===== src/rtl/mem_arb_pkg.sv =====
// Shared encodings and default widths for the data-memory arbiter.
// Used by mem_data_arbiter and rr_arb2.
package mem_arb_pkg;

    localparam int ADDR_W_DEF      = 11;
    localparam int DATA_W_DEF      = 32;
    localparam int TIMEOUT_CYC_DEF = 15;

    typedef enum logic [1:0] {
        ST_IDLE  = 2'd0,
        ST_ISSUE = 2'd1,
        ST_WAIT  = 2'd2,
        ST_ACK   = 2'd3
    } state_t;

    localparam logic OWN_A = 1'b0;
    localparam logic OWN_B = 1'b1;

endpackage


===== src/rtl/rr_arb2.sv =====
// Combinational two-way round-robin grant: on a tie the port that was not
// served last wins.
module rr_arb2 (
    input  logic a_req,
    input  logic b_req,
    input  logic last_owner,
    output logic grant_valid,
    output logic grant_owner
);
    import mem_arb_pkg::*;

    // Grant selection from current requests and previous owner
    always_comb begin
        grant_valid = a_req | b_req;
        grant_owner = OWN_A;
        if (a_req && b_req) begin
            grant_owner = (last_owner == OWN_A) ? OWN_B : OWN_A;
        end else if (b_req) begin
            grant_owner = OWN_B;
        end else begin
            grant_owner = OWN_A;
        end
    end

endmodule


===== src/rtl/mem_data_arbiter.sv =====
// Two-port arbiter/sequencer in front of the single-port data RAM.
// Optional access timeout enabled by defining MEM_DATA_ARB_TIMEOUT_EN.
module mem_data_arbiter
    import mem_arb_pkg::*;
#(
    parameter int ADDR_W      = ADDR_W_DEF,
    parameter int DATA_W      = DATA_W_DEF,
    parameter int TIMEOUT_CYC = TIMEOUT_CYC_DEF
) (
    input  logic              clk,
    input  logic              rst,
    input  logic              a_req,
    input  logic              a_we,
    input  logic [ADDR_W-1:0] a_addr,
    input  logic [DATA_W-1:0] a_wdata,
    output logic              a_ack,
    output logic [DATA_W-1:0] a_rdata,
    input  logic              b_req,
    input  logic              b_we,
    input  logic [ADDR_W-1:0] b_addr,
    input  logic [DATA_W-1:0] b_wdata,
    output logic              b_ack,
    output logic [DATA_W-1:0] b_rdata,
    output logic              err,
    output logic [ADDR_W-1:0] mem_addr,
    output logic [DATA_W-1:0] mem_wdata,
    output logic              mem_read,
    output logic              mem_write,
    input  logic [DATA_W-1:0] mem_rdata,
    input  logic              mem_rdy
);

    state_t            state_r, state_nxt_s;
    logic              owner_r, owner_nxt_s;
    logic              we_r, we_nxt_s;
    logic              last_owner_r, last_owner_nxt_s;
    logic [ADDR_W-1:0] mem_addr_r, mem_addr_nxt_s;
    logic [DATA_W-1:0] mem_wdata_r, mem_wdata_nxt_s;
    logic              mem_read_r, mem_read_nxt_s;
    logic              mem_write_r, mem_write_nxt_s;
    logic              a_ack_r, a_ack_nxt_s;
    logic              b_ack_r, b_ack_nxt_s;
    logic [DATA_W-1:0] a_rdata_r, a_rdata_nxt_s;
    logic [DATA_W-1:0] b_rdata_r, b_rdata_nxt_s;
    logic              err_r, err_nxt_s;
    logic              grant_valid_s, grant_owner_s;
    logic              sel_we_s;
    logic [ADDR_W-1:0] sel_addr_s;
    logic [DATA_W-1:0] sel_wdata_s;
`ifdef MEM_DATA_ARB_TIMEOUT_EN
    localparam logic [3:0] TMO_LAST = 4'(TIMEOUT_CYC - 1);
    logic [3:0]        wait_cnt_r, wait_cnt_nxt_s;
`endif

    rr_arb2 u_rr_arb2 (
        .a_req       (a_req),
        .b_req       (b_req),
        .last_owner  (last_owner_r),
        .grant_valid (grant_valid_s),
        .grant_owner (grant_owner_s)
    );

    // Request fields of the granted port
    always_comb begin
        if (grant_owner_s == OWN_B) begin
            sel_we_s    = b_we;
            sel_addr_s  = b_addr;
            sel_wdata_s = b_wdata;
        end else begin
            sel_we_s    = a_we;
            sel_addr_s  = a_addr;
            sel_wdata_s = a_wdata;
        end
    end

    // Next-state and next-output logic; acks, err and RAM strobes default low
    always_comb begin
        state_nxt_s      = state_r;
        owner_nxt_s      = owner_r;
        we_nxt_s         = we_r;
        last_owner_nxt_s = last_owner_r;
        mem_addr_nxt_s   = mem_addr_r;
        mem_wdata_nxt_s  = mem_wdata_r;
        mem_read_nxt_s   = 1'b0;
        mem_write_nxt_s  = 1'b0;
        a_ack_nxt_s      = 1'b0;
        b_ack_nxt_s      = 1'b0;
        a_rdata_nxt_s    = a_rdata_r;
        b_rdata_nxt_s    = b_rdata_r;
        err_nxt_s        = 1'b0;
`ifdef MEM_DATA_ARB_TIMEOUT_EN
        wait_cnt_nxt_s   = wait_cnt_r;
`endif
        case (state_r)
            ST_IDLE: begin
                if (grant_valid_s) begin
                    owner_nxt_s     = grant_owner_s;
                    we_nxt_s        = sel_we_s;
                    mem_addr_nxt_s  = sel_addr_s;
                    mem_wdata_nxt_s = sel_wdata_s;
                    mem_read_nxt_s  = ~sel_we_s;
                    mem_write_nxt_s = sel_we_s;
                    state_nxt_s     = ST_ISSUE;
                end else begin
                    state_nxt_s     = ST_IDLE;
                end
            end
            ST_ISSUE: begin
                if (we_r) begin
                    a_ack_nxt_s = (owner_r == OWN_A);
                    b_ack_nxt_s = (owner_r == OWN_B);
                    state_nxt_s = ST_ACK;
                end else begin
`ifdef MEM_DATA_ARB_TIMEOUT_EN
                    wait_cnt_nxt_s = 4'd0;
`endif
                    state_nxt_s = ST_WAIT;
                end
            end
            ST_WAIT: begin
                if (mem_rdy) begin
                    a_ack_nxt_s = (owner_r == OWN_A);
                    b_ack_nxt_s = (owner_r == OWN_B);
                    if (owner_r == OWN_A) begin
                        a_rdata_nxt_s = mem_rdata;
                    end else begin
                        b_rdata_nxt_s = mem_rdata;
                    end
                    state_nxt_s = ST_ACK;
`ifdef MEM_DATA_ARB_TIMEOUT_EN
                end else if (wait_cnt_r == TMO_LAST) begin
                    // Give up: complete with err and a zeroed read word
                    a_ack_nxt_s = (owner_r == OWN_A);
                    b_ack_nxt_s = (owner_r == OWN_B);
                    err_nxt_s   = 1'b1;
                    if (owner_r == OWN_A) begin
                        a_rdata_nxt_s = {DATA_W{1'b0}};
                    end else begin
                        b_rdata_nxt_s = {DATA_W{1'b0}};
                    end
                    state_nxt_s = ST_ACK;
                end else begin
                    wait_cnt_nxt_s = wait_cnt_r + 4'd1;
                    state_nxt_s    = ST_WAIT;
                end
`else
                end else begin
                    state_nxt_s = ST_WAIT;
                end
`endif
            end
            ST_ACK: begin
                last_owner_nxt_s = owner_r;
                state_nxt_s      = ST_IDLE;
            end
            default: begin
                state_nxt_s = ST_IDLE;
            end
        endcase
    end

    // FSM state register
    always_ff @(posedge clk or posedge rst) begin
        if (rst) begin
            state_r <= ST_IDLE;
        end else begin
            state_r <= state_nxt_s;
        end
    end

    // Hold registers and registered outputs; B counts as last owner out of reset
    always_ff @(posedge clk or posedge rst) begin
        if (rst) begin
            owner_r      <= OWN_A;
            we_r         <= 1'b0;
            last_owner_r <= OWN_B;
            mem_addr_r   <= {ADDR_W{1'b0}};
            mem_wdata_r  <= {DATA_W{1'b0}};
            mem_read_r   <= 1'b0;
            mem_write_r  <= 1'b0;
            a_ack_r      <= 1'b0;
            b_ack_r      <= 1'b0;
            a_rdata_r    <= {DATA_W{1'b0}};
            b_rdata_r    <= {DATA_W{1'b0}};
            err_r        <= 1'b0;
        end else begin
            owner_r      <= owner_nxt_s;
            we_r         <= we_nxt_s;
            last_owner_r <= last_owner_nxt_s;
            mem_addr_r   <= mem_addr_nxt_s;
            mem_wdata_r  <= mem_wdata_nxt_s;
            mem_read_r   <= mem_read_nxt_s;
            mem_write_r  <= mem_write_nxt_s;
            a_ack_r      <= a_ack_nxt_s;
            b_ack_r      <= b_ack_nxt_s;
            a_rdata_r    <= a_rdata_nxt_s;
            b_rdata_r    <= b_rdata_nxt_s;
            err_r        <= err_nxt_s;
        end
    end

`ifdef MEM_DATA_ARB_TIMEOUT_EN
    // Cycles spent waiting for mem_rdy
    always_ff @(posedge clk or posedge rst) begin
        if (rst) begin
            wait_cnt_r <= 4'd0;
        end else begin
            wait_cnt_r <= wait_cnt_nxt_s;
        end
    end
`endif

    assign a_ack     = a_ack_r;
    assign b_ack     = b_ack_r;
    assign a_rdata   = a_rdata_r;
    assign b_rdata   = b_rdata_r;
    assign err       = err_r;
    assign mem_addr  = mem_addr_r;
    assign mem_wdata = mem_wdata_r;
    assign mem_read  = mem_read_r;
    assign mem_write = mem_write_r;

endmodule

===== config.mk =====
export PLATFORM = sky130hd
export DESIGN_NAME = mem_data_arbiter
export DESIGN_NICKNAME = d
export VERILOG_FILES = /design/src/rtl/mem_arb_pkg.sv /design/src/rtl/rr_arb2.sv /design/src/rtl/mem_data_arbiter.sv
export SDC_FILE = /design/constraint.sdc
export NUM_CORES = 1
export LEC_CHECK = 0
export ABC_AREA = 0
export CAP_MARGIN = 10
export CORE_MARGIN = 5
export CORE_UTILIZATION = 41
export DETAILED_ROUTE_END_ITERATION = 8
export HOLD_SLACK_MARGIN = 0.08
export PLACE_DENSITY_LB_ADDON = 0.08
export SLEW_MARGIN = 20
export SYNTH_ARGS = -nofsm -noshare
export SYNTH_HDL_FRONTEND = slang
export SYNTH_SLANG_ARGS = --single-unit

===== constraint.sdc =====
create_clock -name clk -period 5.55 [get_ports clk]
set_clock_uncertainty 0.05 [all_clocks]
set_input_delay 1.11 -clock clk [delete_from_list [all_inputs] [get_ports clk]]
set_output_delay 1.11 -clock clk [all_outputs]
set_load 0.05 [all_outputs]

# ---- Word-level counts from Yosys, hierarchy flattened
# Cells that the tools add are included.
dict set report totals {
  elab_cells 43
  input_bits 125
  ff_bits 116
}
dict set report op_classes {
  eq_ne 3
  n_bitwise 3
  n_reduce_logical 5
  n_mux 20
}
# operator n
set ops {}
lappend ops {{two-way mux 32 bit} 1}
lappend ops {{two-way mux 1 bit} 15}
lappend ops {{two-way mux 11 bit} 1}
lappend ops {{one-hot mux 2 bit (4 select lines)} 1}
lappend ops {{AND reduction 3 bit} 2}
lappend ops {{== test 2 bit (second input constant)} 2}
lappend ops {{one-hot mux 1 bit (2 select lines)} 2}
lappend ops {{== test 2 x 1 -> 1 bit (second input constant)} 1}
lappend ops {{zero test 2 bit} 1}
lappend ops {{NOT 1 bit} 2}
lappend ops {{AND reduction 2 bit} 1}
lappend ops {{logical AND 1 bit} 1}
lappend ops {{bitwise OR 1 bit} 1}

# ---- Longest topological paths before layout
dict set report logic_depth {
  depth_word 6
  ltp_mapped 7
}

# ---- By module
# A second synthesis with hierarchy kept.
dict set report unflattened {
  cells_unflattened 362
  hier_area_um2 4998.5
}
# mod n_inst area_each_um2 cells_per_inst seq_area_each_um2
set by_module_without_submodules {}
lappend by_module_without_submodules {mem_data_arbiter 1 4984.8 360 2904.0}
lappend by_module_without_submodules {rr_arb2 1 13.8 2 0.0}

# ---- Least setup slack after synthesis
# OpenSTA, ideal clock, no wires.
dict set report synth_timing {
  path_kind {input-to-reg}
  from {input port b_req}
  to {register mem_read_r (netlist: mem_read)}
  path_stages 4
  slack_ns 3.663
  t_arrival_ns 1.718
  path_buffers 2
  cell_sequence {o21a_1 buf_4 buf_2 and2_1}
}
dict set report synth_via {
  elab_chain_len 6
  elab_cells_between_ends 8
  classes_between {mux: 5; bitwise: 2; reduce/logical: 1}
}
# element line
set synth_rtl {}
lappend synth_rtl {{start: declaration} mem_data_arbiter.sv:18} ;# input logic b_req,
lappend synth_rtl {{two-way mux 1 bit or logical AND 1 bit (tied branches)} {rr_arb2.sv:18, rr_arb2.sv:16}}
lappend synth_rtl {{two-way mux 1 bit} rr_arb2.sv:16} ;# if (a_req && b_req) begin
lappend synth_rtl {{two-way mux 1 bit} mem_data_arbiter.sv:65} ;# if (grant_owner_s == OWN_B) begin
lappend synth_rtl {{NOT 1 bit} mem_data_arbiter.sv:101} ;# mem_read_nxt_s = ~sel_we_s;
lappend synth_rtl {{two-way mux 1 bit (*)} mem_data_arbiter.sv:96} ;# if (grant_valid_s) begin
lappend synth_rtl {{two-way mux 1 bit (*)} mem_data_arbiter.sv:94} ;# case (state_r)
lappend synth_rtl {{named net mem_read_nxt_s} mem_data_arbiter.sv:39} ;# logic mem_read_r, mem_read_nxt_s;
lappend synth_rtl {{end signal: assignment} mem_data_arbiter.sv:192} ;# mem_read_r <= mem_read_nxt_s;
lappend synth_rtl {{end: declaration} mem_data_arbiter.sv:39}
# The timed path passes the listed nets; every way through them passes the cells marked *.
# A chain may end at the register's enable or synchronous reset.

# ---- Final worst setup path
dict set report layout_timing {
  from {input port a_req}
  to {register we_r}
}
dict set report layout_via {
  elab_chain_len 3
  elab_cells_between_ends 5
  classes_between {mux: 2; bitwise: 1; reduce/logical: 2}
}
# element line
set layout_rtl {}
lappend layout_rtl {{start: declaration} mem_data_arbiter.sv:12} ;# input logic a_req,
lappend layout_rtl {{logical AND 1 bit} rr_arb2.sv:16}
lappend layout_rtl {{two-way mux 1 bit} rr_arb2.sv:16}
lappend layout_rtl {{two-way mux 1 bit} mem_data_arbiter.sv:65}
lappend layout_rtl {{end signal: assignment} mem_data_arbiter.sv:188} ;# we_r <= we_nxt_s;
lappend layout_rtl {{end: declaration} mem_data_arbiter.sv:35} ;# logic we_r, we_nxt_s;
# Parallel ways exist; a longest one is shown, timed or not.

==> qor.yml <==
run_status:
  outcome: "completed"
timing:
  max-slew-margin-rel_pct: 47.3
  finalWorstSetupSlack_ns: 2.77
  worst_pin_slew_ns: 0.789
  max_freq_ghz: 0.360
  setup_viol: 0
  finalCritPeriodShare_pct: 50.1
  slew_violations: 0
  rsz0062_at_grt: "false"
  finalHoldViolCount: 0
  fin_setup_tns_ns: 0
  min_period_ns: 2.78
clock_tree:
  cts_hold_buf: 0
  max-clock-path-buffers: 2
  postCtsSetupRepairBufs: 0
  h-tree-depth: 4
  worstSkewPairLatency_ns: 0.41
  clock-sinks: 116
  post_cts_resized: 0
  cts_root_buf: "clkbuf_16"
  cts_tree: "built"
  numCtsBuffers: 17
  clk_transition_reported_paths_ns: 0.05
placement:
  gp_congestion: 0.821
  io_buffers: 235
  post-place-ws_ns: 2.31
  dp_cells: 764
  dp_hpwl_um: 9890
synthesis:
  synth_top_area_cell: "dfrtp_1"
  synthArstFlopShare_pct: 100
  synth_cell_types: 23
  yosys_warnings: 0
  netlist_area_mm2: 0.00481
  netlist_top_cells_count: "115 x dfrtp_1, 87 x a21oi_1, 62 x mux2_2, 47 x nor2_1, 45 x nand2_1"
  synth_area_leaders: "dfrtp_1 60%, mux2_2 15%, a21oi_1 9.0%"
  ys_seq_area_share_pct: 60.3
  avgSynthCellArea_um2: 11.9
  synth.most_common_cell: "dfrtp_1"
  syn-num-nets: 535
  netlist.area_leader.share_pct: 59.8
  syn_inst: 406
  synthFlopType: "dfrtp_1"
  synth-seq-cells: 116
  synth_edf_count: 0
final_layout:
  antennaDiodeCount: 0
  multi_input_area_mm2: 0.00171
  regArea_mm2: 0.00290
  nets: 769
  filler_cell_count: 872
  drive_gt1_share_pct: 15.6
  syn2layout_area_growth_pct: 62.2
  fin_cells: 796
drt:
  drt-pass1-iter-count: 4
  routed-via-count: 3933
  ant_nets: 0
  finalWirelength_um: 13900
  route.detailed.drc: 0
  wl_per_cell_um: 17.4
  vias_per_cell: 4.94
  dr.first_iter.drc_count: 187
floorplan:
  die_h_um: 118
  design.core.area_mm2: 0.0115
  start_util_pct: 42.0
  dieArea_mm2: 0.0140
  num_rows: 39
  fp.dieW_um: 118
  ios: 237
grt:
  grt_pass1_vias: 4361
  met1_usage_pct: 22.6
  met3_usage_pct: 11.0
  busiest_layer: "met2"
  grtUsageMet2_pct: 32.7
  grt_pass1_wl_um: 22500
  grt_overflow: 0
  grt_usage_pct: 20.3
  grt_start_max_net_pins: 87
  antenna_found_initial: 0
power:
  powerDensity_mw_per_mm2: 746
  leakage_nw: 3.34
  irDropWorstVdd_v: 0.000593
worst_setup_path:
  worstPathRequired_ns: 5.76
  critPathArrivalTime_ns: 2.99
  r2r_slack_ns: 3.54
  crit_fanout: 33
  cp-end-kind: "flip-flop"
  path_class: "input port to flip-flop"
  cp-start-kind: "input port"
hold_path:
  hold_class: "flip-flop to flip-flop"
run:
  drv_cap: 0
sequential cells by signal (all words and copies together), names as in the netlist:
| register | flops |
|---|---|
| b_ack | 1 |
| state_r | 2 |
| mem_read | 1 |
| owner_r | 1 |
| we_r | 1 |
| b_rdata | 32 |
| a_rdata | 32 |
| last_owner_r | 1 |
| mem_wdata | 32 |
| mem_addr | 11 |
| a_ack | 1 |
| mem_write | 1 |
cells in the final DEF, fill, tap and decap left out, types with 2 or more instances in the layout:
cell	netlist	layout
a21oi_1	87	87
buf_4	2	3
bufinv_16	0	2
clkbuf_1	0	7
clkbuf_16	0	17
clkbuf_8	6	4
clkdlybuf4s50_1	0	235
clkinv_2	0	2
dfrtp_1	115	115
ha_1	4	4
inv_1	4	3
mux2_2	62	62
mux2_4	4	4
nand2_1	45	45
nand3_4	2	2
nor2_1	47	47
o21ai_0	2	2
power by group:
group / switching, mW / total (mW) / internal (mW) / leakage (nW)
logic: 2.10 / 3.27 / 1.16 / 1.70
clock network: 0.348 / 1.05 / 0.706 / 0.283
registers: 0.228 / 1.51 / 1.28 / 1.35
cell families after synthesis:
kind of cell	after synthesis	synth area share (%)
flops	116	60.3
simple gates	95	8.03
fa+ha+maj	4	1.04
mux	67	16.0
other cells	1	0.0779
buf+inv	29	4.24
compound gates	94	10.3
area by class of cell:
| class | instances | area share [%] |
|---|---|---|
| timing repair buffer | 240 | 30.9 |
| multi-input combinational | 261 | 21.9 |
| tap | 143 | 2.29 |
| clock buffer | 28 | 6.49 |
| clock inverter | 4 | 0.897 |
| sequential | 116 | 37.2 |
| inverter | 4 | 0.256 |
through the flow:
stage	total power [mW]	utilization, %	hold WS, ns	cell area, um^2
final	5.83	68.1	0.450	7810
after global routing	6.12	68.1	0.472	7810
after CTS	5.89	68.1	0.455	7810
after detailed placement	4.81	63.1	0.443	7230
after global placement	4.73	62.7	0.436	7190
after floorplan	3.67	-	0.440	4810
critical path: stages:
cell and delay [ns]:
clkdlybuf4s50_1 0.62, a21bo_1 0.40, buf_4 0.42, mux2i_1 0.32
a21oi_1 0.10
final timing paths:
path / end / startpoint / cells after the start
max in group asynchronous: last_owner_r$_DFFE_PP1N_ / rst / 3
worst min register to register: a_rdata[28]$_DFFE_PP0P_ / a_rdata[28]$_DFFE_PP0P_ / 1
worst min-delay path: a_rdata[28]$_DFFE_PP0P_ / a_rdata[28]$_DFFE_PP0P_ / 1
worst max-delay path: we_r$_DFFE_PP0P_ / a_req / 5
worst max register to register: we_r$_DFFE_PP0P_ / last_owner_r$_DFFE_PP1N_ / 4
min in group asynchronous: b_rdata[10]$_DFFE_PP0P_ / rst / 2
routing by layer:
| metal | up-vias | routed length (um) |
|---|---|---|
| met1 | 1879 | 5180 |
| met3 | 27 | 1550 |
| met4 | 0 | 391 |
| met2 | 182 | 6760 |
| met5 | - | 0 |
| li1 | 1845 | - |
(Power assumes the default switching activity.)
